File: src/rtl/lab4_pkg.sv
// Shared types and display constants for the one-digit 2-bit counter.
// Segment vectors are listed a..g from left to right, active-low.
package lab4_pkg;

    typedef logic [1:0] count_t;

    localparam logic [6:0] SEG_0     = 7'b0000001;
    localparam logic [6:0] SEG_1     = 7'b1001111;
    localparam logic [6:0] SEG_2     = 7'b0010010;
    localparam logic [6:0] SEG_3     = 7'b0000110;
    localparam logic [6:0] SEG_BLANK = 7'b1111111;

    localparam logic [7:0] AN_DIGIT0 = 8'b1111_1110;

endpackage

File: src/rtl/seg7_decoder.sv
// Combinational 2-bit value to active-low seven-segment pattern.
// Output bit 0 is segment a, bit 6 is segment g.
module seg7_decoder
    import lab4_pkg::*;
(
    input  count_t     value,
    output logic [0:6] seg
);

    always_comb begin
        seg = SEG_BLANK;
        case (value)
            2'd0:    seg = SEG_0;
            2'd1:    seg = SEG_1;
            2'd2:    seg = SEG_2;
            2'd3:    seg = SEG_3;
            default: seg = SEG_BLANK;
        endcase
    end

endmodule

File: src/rtl/lab4_part4.sv
// Prescaled 2-bit counter shown on digit 0 of the seven-segment bank
// and mirrored on two LEDs.
module lab4_part4
    import lab4_pkg::*;
#(
    parameter int TICK_DIV = 100_000_000
) (
    input  logic       CLK100MHZ,
    input  logic       CPU_RESETN,
    output logic [0:6] HEX0,
    output logic [7:0] AN,
    output logic [1:0] LEDR
);

    localparam int PW = $clog2(TICK_DIV);
    localparam logic [PW-1:0] PRE_MAX = PW'(TICK_DIV - 1);

    logic [PW-1:0] pre_q;
    logic [PW-1:0] pre_d;
    logic          tick;
    count_t        cnt_q;
    count_t        cnt_d;

    always_comb begin
        tick  = (pre_q == PRE_MAX);
        pre_d = tick ? '0 : pre_q + PW'(1);
        cnt_d = tick ? cnt_q + 2'd1 : cnt_q;
    end

    always_ff @(posedge CLK100MHZ or negedge CPU_RESETN) begin
        if (!CPU_RESETN) begin
            pre_q <= '0;
            cnt_q <= '0;
        end else begin
            pre_q <= pre_d;
            cnt_q <= cnt_d;
        end
    end

    seg7_decoder u_dec (
        .value (cnt_q),
        .seg   (HEX0)
    );

    assign LEDR = cnt_q;
    assign AN   = AN_DIGIT0;

endmodule

File: config.mk
export PLATFORM = sky130hd
export DESIGN_NAME = lab4_part4
export DESIGN_NICKNAME = d
export VERILOG_FILES = /design/src/rtl/lab4_pkg.sv /design/src/rtl/seg7_decoder.sv /design/src/rtl/lab4_part4.sv
export SDC_FILE = /design/constraint.sdc
export NUM_CORES = 1
export LEC_CHECK = 0
export ABC_CLOCK_PERIOD_IN_PS = 3800
export CORE_MARGIN = 3
export CORE_UTILIZATION = 33
export CTS_BUF_LIST = sky130_fd_sc_hd__clkbuf_16
export DETAILED_ROUTE_END_ITERATION = 12
export GPL_TIMING_DRIVEN = 0
export PLACE_DENSITY = 0.61
export SLEW_MARGIN = 40
export SYNTH_ARGS = -nofsm -noshare
export SYNTH_HDL_FRONTEND = slang
export SYNTH_SLANG_ARGS = --single-unit
File: constraint.sdc
create_clock -name CLK100MHZ -period 3.8 [get_ports CLK100MHZ]
set_input_delay 0.38 -clock CLK100MHZ [delete_from_list [all_inputs] [get_ports CLK100MHZ]]
set_output_delay 0.38 -clock CLK100MHZ [all_outputs]
set_load 0.02 [all_outputs]
==> key figures, run 1 <==
Run status
  – Status: complete, no violations

Layout
  – Non-filler cells, final: ~220
  – Inserted Diodes: 0
  – Layout cell share with drive strength beyond 1: 0.153
  – Area Overhead vs Synth: 20.6%
  – Final nets: 176

STA
  – Final Setup Violations: 0
  – Slew Viols, Final: 0
  – RSZ-0062 raised after global routing: no
  – Final hold viol count: 0
  – Fmax: 453 MHz
  – Tcrit/Tclk final: 0.581
  – Fin crit period: 2.21 ns
  – Hold_ws: 0.135 ns
  – Skew final: between 0.004 and 0.005 ns
  – Setup_tns: 0 ns
  – Slew headroom: 0.568
  – Worst-margin pin slew: between 0.6 and 0.7 ns

Critical path
  – FF-to-FF Start: pre_q[0]
  – Setup CP Type: reg -> out
  – Worst r2r path cells: 7
  – Crit path DAT: 1.83 ns
  – Total stage count of the critical path: 4
  – Critical R2R Capture: pre_q[21]
  – Worst EP required: 3.42 ns
  – Crit-path leading delay family: buffers and inverters
  – R2R setup slack: ~1.9 ns
  – CP endpoint kind: output port
  – Worst path bufs/invs: 2
  – Crit-path slowest cell: clkdlybuf4s50_1
  – Crit-path max cell delay: 0.54 ns
  – Crit path max fanout: 4
  – Worst path cell trace: inv_1 -> ha_1 -> or2_2 -> clkdlybuf4s50_1
  – Startpoint types: flip-flop

Die
  – Die area: 5480 µm²
  – Die X: 74.0 µm
  – Row count: 24
  – Io pins: 19
  – Die height: 74.0 µm
  – Initial core utilization: 0.346
  – Core area: 4410 µm²

Route
  – Vias post-DR: a little over 1000
  – Antenna Nets Post-Route: 0
  – Final WL: 2.77 mm
  – Drt initial violations: 23
  – Vias per cell: 4.67
  – Post-route DRC: 0
  – Avg WL per Cell: approximately 12 µm
  – DRT Pass-1 Iters: 4

CTS
  – Postcts setup bufs: 0
  – H-tree Lvls: 2
  – Clock sink count: 29
  – Clk_lat worst skew: 0.27 ns
  – # resized after CTS: 0
  – Clock buffer count from CTS: 5
  – Clock tree buffer depth: 2
  – CTS clk-pin slew, worst paths: 0.05 ns
  – CTS tree: yes
  – Cts hold-fix bufs: 0
  – Clk Tree Root Cell: clkbuf_16

Global routing
  – First-pass GRT wire length: 4.80 mm
  – Number of global-route vias before repair: 1054
  – Largest net degree at the start of global routing: 30
  – Gr ovfl total: 0
  – Initial antenna violation count: 0
  – Total GRT Usage: 0.118

Pwr
  – Int Power: 551 µW
  – Combinational power share: 0.031
  – Clock network fraction of total power: 0.520
  – Peak supply drop: 0.194 mV
  – PwrDens: 374 nW/µm²
  – NetSw: about 140 µW
  – Pwr Total: a little under 700 µW
  – Sw frac: 0.200
  – Pleak: 0.000931 µW
  – Reg power frac: 0.449

Synth
  – Sequential cell area fraction in the yosys report: 0.475
  – Avg Cell Area, Syn: 10.5 µm²
  – Ys flop type: dfrtp_1
  – Yosys reg bits: 29
  – EDFF count, synth: 0
  – Synthesized area: around 1500 µm²
  – Syn Inst Count: 146
  – Share of flip-flops with an asynchronous set or reset: 1.00
  – Synth unique cells: 32
  – Yosys warnings: 0

Placement
  – DP HPWL: 2.01 mm
  – Placer congestion estimate: around 0.74
  – Placed cells: 214
  – IO Port Bufs: 9

Worst hold path
  – Hold WC Path Type: in -> async

Job
  – Max Cap Viol: 0
## cell usage in the layout, fill, tap and decap left out
cell type,n
dfrtp_1,29
nor2_1,18
xor2_1,11
xnor2_1,10
buf_4,10
conb_1,9
nand3_1,8
clkdlybuf4s50_1,8
nand4_1,7
nand2_1,7
inv_1,5
ha_1,5
clkbuf_16,5
and3_1,4
and4_1,3
nor3_1,3
buf_2,3
o21ai_0,3
nor4_4,2
nand3b_1,2
a21oi_1,2
clkinv_1,2
or2_2,1
nand4_4,1
nand4_2,1
clkbuf_1,1
nand3_2,1
nand4bb_1,1
nor4_1,1
and2_1,1
nand2b_1,1
a21o_2,1
a211o_1,1
o211a_1,1
nor2b_1,1
clkinv_2,1
## state kept, by name (all words and copies together), names as in the netlist
name	cells
pre_q	27
LEDR	2
## routing by layer
| layer | track usage | routed length, µm |
|---|---|---|
| met2 | 0.196 | 1430 |
| met1 | 0.136 | 1210 |
| met3 | 0.0446 | 101 |
| met4 | 0.0483 | 24 |
| met5 | 0 | 0 |
## how the worst max path moves through the flow
stage / to / from
global placement: HEX0[6] / LEDR[0]
detailed placement: HEX0[6] / LEDR[0]
floorplan: HEX0[4] / LEDR[1]
finish: HEX0[6] / LEDR[0]
CTS: HEX0[6] / LEDR[0]
global route: HEX0[6] / LEDR[0]
## area by class of cell
type,instances,area (µm²)
sequential,29,726
clock inverter,3,12.5
multi-input combinational,106,721
tap,52,65.1
fill,453,2570
inverter,5,18.8
clock buffer,5,125
timing repair buffer,9,85.1
buffer,13,88.8
## cell families after synthesis
family | after synthesis | share of synthesized area
and+or+nand+nor | 63 | 0.254
DFF | 29 | 0.475
xor gates and xnor gates | 21 | 0.120
buffers and inverters | 18 | 0.0704
AOI/OAI and AO/OA | 8 | 0.0344
adders and majority gates | 5 | 0.0410
other | 2 | 0.00492
## power groups by stage
stage          Combinational, µW  Clock [µW]  Sequential (µW)
2_1_floorplan               14.8           0              315
3_3_place_gp                21.7           0              314
3_5_place_dp                21.5           0              314
4_1_cts                     21.4         370              309
5_1_grt                     23.8         389              309
6_report                    21.4         358              310
## metrics by stage
stage	utilization	cell area (µm²)	setup WS (ns)
2_1_floorplan	-	1550	2.17
3_3_place_gp	0.387	1710	1.90
3_5_place_dp	0.386	1700	1.86
4_1_cts	0.417	1840	1.57
5_1_grt	0.417	1840	1.49
6_report	0.417	1840	1.59
## worst reg2reg max path: stages, from the launching register on
cell and delay, ns:
dfrtp_1 0.39, ha_1 0.22, nand3_1 0.20, nor2_1 0.19
and4_1 0.19, buf_2 0.22, buf_2 0.26, nor2_1 0.08
## cells in the mapped netlist (all sizes together) (2+ instances only)
cell type | instances | share of area
and3 | 4 | 0.016
and4 | 3 | 0.017
a21oi | 2 | 0.0066
nor3 | 3 | 0.0098
conb | 2 | 0.0049
xor2 | 11 | 0.063
buf | 12 | 0.056
nand2 | 7 | 0.017
nor4 | 3 | 0.032
nor2 | 18 | 0.044
ha | 5 | 0.041
nand3 | 9 | 0.033
nand3b | 2 | 0.0098
inv | 5 | 0.012
o21ai | 3 | 0.0098
xnor2 | 10 | 0.057
nand4 | 9 | 0.051
dfrtp | 29 | 0.48
No activity file was read; power rests on OpenSTA's default activity.
==> inputs of run 2 (changes only) <==
ABC_CLOCK_PERIOD_IN_PS = 2000   (was 3800)
PLACE_DENSITY = 0.63   (was 0.61)
clock period = 2 ns   (was 3.8 ns; I/O delays follow)
==> run 2 against run 1 <==
Net effect:
- first-iteration DRC count rose by 120%
- non-clock buffer count rose by 1
- via count fell by 1.1%
- clock power rose by 91%
- cell area rose by 0.48%
- sequential share of layout area fell by 0.19 points
- setup slack got worse by 1.4 ns
- clock skew rose by 0.00060 ns
- hold slack improved by 0.35 ns
- critical path type unchanged
- critical endpoint is now HEX0[5]
==> key figures, run 2 (synthesis results as in run 1) <==
STA
  – Tcrit/Tclk final: 0.915
  – Fin crit period: 1.83 ns
  – RSZ-0062 raised after global routing: no (unchanged)
  – Final hold viol count: 0 (unchanged)
  – Skew final: 0.00503 ns (was 0.00442 ns)
  – Fmax: 546 MHz
  – Worst-margin pin slew: 0.653 ns (was 0.648 ns)
  – Slew headroom: 0.565 (was 0.568)
  – Slew Viols, Final: 0 (unchanged)
  – Setup_tns: 0 ns (unchanged)
  – Final Setup Violations: 0 (unchanged)

Layout
  – Layout filler cell count: 430 (was 453)
  – Most common cell after layout, fill and taps aside: dfrtp_1 (unchanged)
  – Area Overhead vs Synth: 21.1% (was 20.6%)
  – Non-filler cells, final: 222 (unchanged)
  – Final nets: 177 (was 176)
  – Post-layout util: 0.419 (was 0.417)
  – Inserted Diodes: 0 (unchanged)
  – Max reg flops: 27 (unchanged)
  – Most frequent cells in the layout: dfrtp_1 (29), nor2_1 (18), xor2_1 (11) (unchanged)
  – Top reg by flops: pre_q (unchanged)
  – Layout cell share with drive strength beyond 1: 0.147 (was 0.153)

Route
  – Drt initial violations: 50 (was 23)
  – Post-route DRC: 0 (unchanged)
  – Avg WL per Cell: 12.1 µm (was 12.5 µm)
  – Final WL: 2.69 mm (was 2.77 mm)
  – Antenna Nets Post-Route: 0 (unchanged)
  – DRT Pass-1 Iters: 4 (unchanged)
  – Vias per cell: 4.62 (was 4.67)
  – Vias post-DR: 1026 (was 1037)

Worst hold path
  – Hold WC Path Type: reg -> reg (was in -> async)
  – Min-delay src: pre_q[25]

Placement
  – Placer congestion estimate: 0.753 (was 0.741)
  – IO Port Bufs: 9 (unchanged)
  – DP HPWL: 1.82 mm (was 2.01 mm)
  – Placed cells: 214 (unchanged)

Critical path
  – Worst EP required: 1.80 ns (was 3.42 ns)
  – Critical R2R Capture: pre_q[21] (unchanged)
  – FF-to-FF Start: pre_q[0] (unchanged)
  – Crit path DAT: 1.63 ns (was 1.83 ns)
  – R2R setup slack: 0.17 ns (was 1.93 ns)
  – Crit path max fanout: 4 (unchanged)
  – Worst r2r path cells: 7 (unchanged)
  – Setup CP Type: reg -> out (unchanged)
  – CP Launch Point: LEDR[0] (unchanged)
  – CP endpoint kind: output port (unchanged)
  – Crit path capture: HEX0[5] (was HEX0[6])
  – Startpoint types: flip-flop (unchanged)

Die
  – Row count: 24 (unchanged)
  – Io pins: 19 (unchanged)
  – Core area: 4410 µm² (unchanged)
  – Die X: 74.0 µm (unchanged)
  – Die area: 5480 µm² (unchanged)
  – Initial core utilization: 0.346 (unchanged)
  – Die height: 74.0 µm (unchanged)

Global routing
  – Total GRT Usage: 0.118 (about the same)
  – Initial antenna violation count: 0 (unchanged)
  – Largest net degree at the start of global routing: 30 (unchanged)
  – Gr ovfl total: 0 (unchanged)
  – First-pass GRT wire length: 4.71 mm (was 4.80 mm)
  – Number of global-route vias before repair: 1044 (was 1054)

CTS
  – Clk Tree Root Cell: clkbuf_16 (unchanged)
  – CTS clk-pin slew, worst paths: 0.05 ns (about the same)
  – H-tree Lvls: 2 (unchanged)
  – Clock buffer count from CTS: 5 (unchanged)
  – Clock tree buffer depth: 2 (unchanged)
  – Clock sink count: 29 (unchanged)
  – Clk_lat worst skew: 0.28 ns (was 0.27 ns)
  – Postcts setup bufs: 0 (unchanged)
  – CTS tree: yes (unchanged)

Pwr
  – Pleak: 0.000971 µW (was 0.000931 µW)
  – Peak supply drop: 0.404 mV (was 0.194 mV)
  – PwrDens: 711 nW/µm² (was 374 nW/µm²)
  – Pwr Total: 1320 µW (was 689 µW)

Job
  – Max Cap Viol: 0 (unchanged)

Run status
  – Status: complete, no violations (unchanged)
==> run 2: cell count changes in the layout (fill, tap and decap cells not counted) <==
| cell | previous run | this run |
|---|---|---|
| inv_1 | 5 | 6 |
| dlymetal6s2s_1 | 0 | 2 |
| clkdlybuf4s50_1 | 8 | 5 |
| clkinv_1 | 2 | 1 |
| dlygate4sd3_1 | 0 | 1 |
| clkinv_2 | 1 | 0 |
| dlygate4sd2_1 | 0 | 1 |
==> run 2: worst min-delay path by stage <==
stage	to	slack [ns]	depth (start not counted)
5_1_grt	pre_q[25]	0.51	1
3_3_place_gp	pre_q[16]	0.48	1
6_report	pre_q[25]	0.49	1
2_1_floorplan	LEDR[0]	-0.1	0
4_1_cts	pre_q[25]	0.49	1
3_5_place_dp	LEDR[0]	0.27	1
==> run 2: power breakdown <==
part	total [µW]	internal (µW)	switching (µW)
registers	588	588	0
clock network	685	442	242
logic	42.0	13.7	28.3
==> run 2: repair_timing <==
| action | in CTS | in global routing |
|---|---|---|
| hold buffers | 1 | 0 |
| hold endpoints to repair | 29 | 0 |
| endpoints found under the setup margin | 1 | 2 |
| resized for setup | 1 | 2 |
==> run 2: area by class of cell <==
type	count	area [µm²]	share of cell area
inverter	5	18.8	0.0101
clock buffer	5	125	0.0676
buffer	13	88.8	0.0480
multi-input combinational	106	721	0.389
timing repair buffer	10	98.8	0.0534
sequential	29	726	0.392
clock inverter	2	7.51	0.00406
tap	52	65.1	0.0352
==> run 2: routing by layer <==
metal,part of all wire,vias to the layer above,GRT usage
li1,-,521,-
met1,0.47,475,0.135
met2,0.44,24,0.183
met3,0.066,6,0.0527
met4,0.026,0,0.0664
met5,0,-,0
==> run 2: worst max-delay path, stage by stage (launching register included) <==
cell and delay, ns:
dfrtp_1 0.38, inv_1 0.10, ha_1 0.23, inv_1 0.05, clkdlybuf4s50_1 0.59
==> run 2: metrics by stage <==
| stage | hold slack [ns] | worst slack (ns) | instance area, µm² |
|---|---|---|---|
| floorplan | -0.0956 | 0.454 | 1550 |
| global placement | 0.476 | 0.197 | 1710 |
| detailed placement | 0.273 | 0.172 | 1700 |
| CTS | 0.490 | 0.0573 | 1850 |
| global route | 0.511 | 0.0101 | 1850 |
| finish | 0.490 | 0.170 | 1850 |
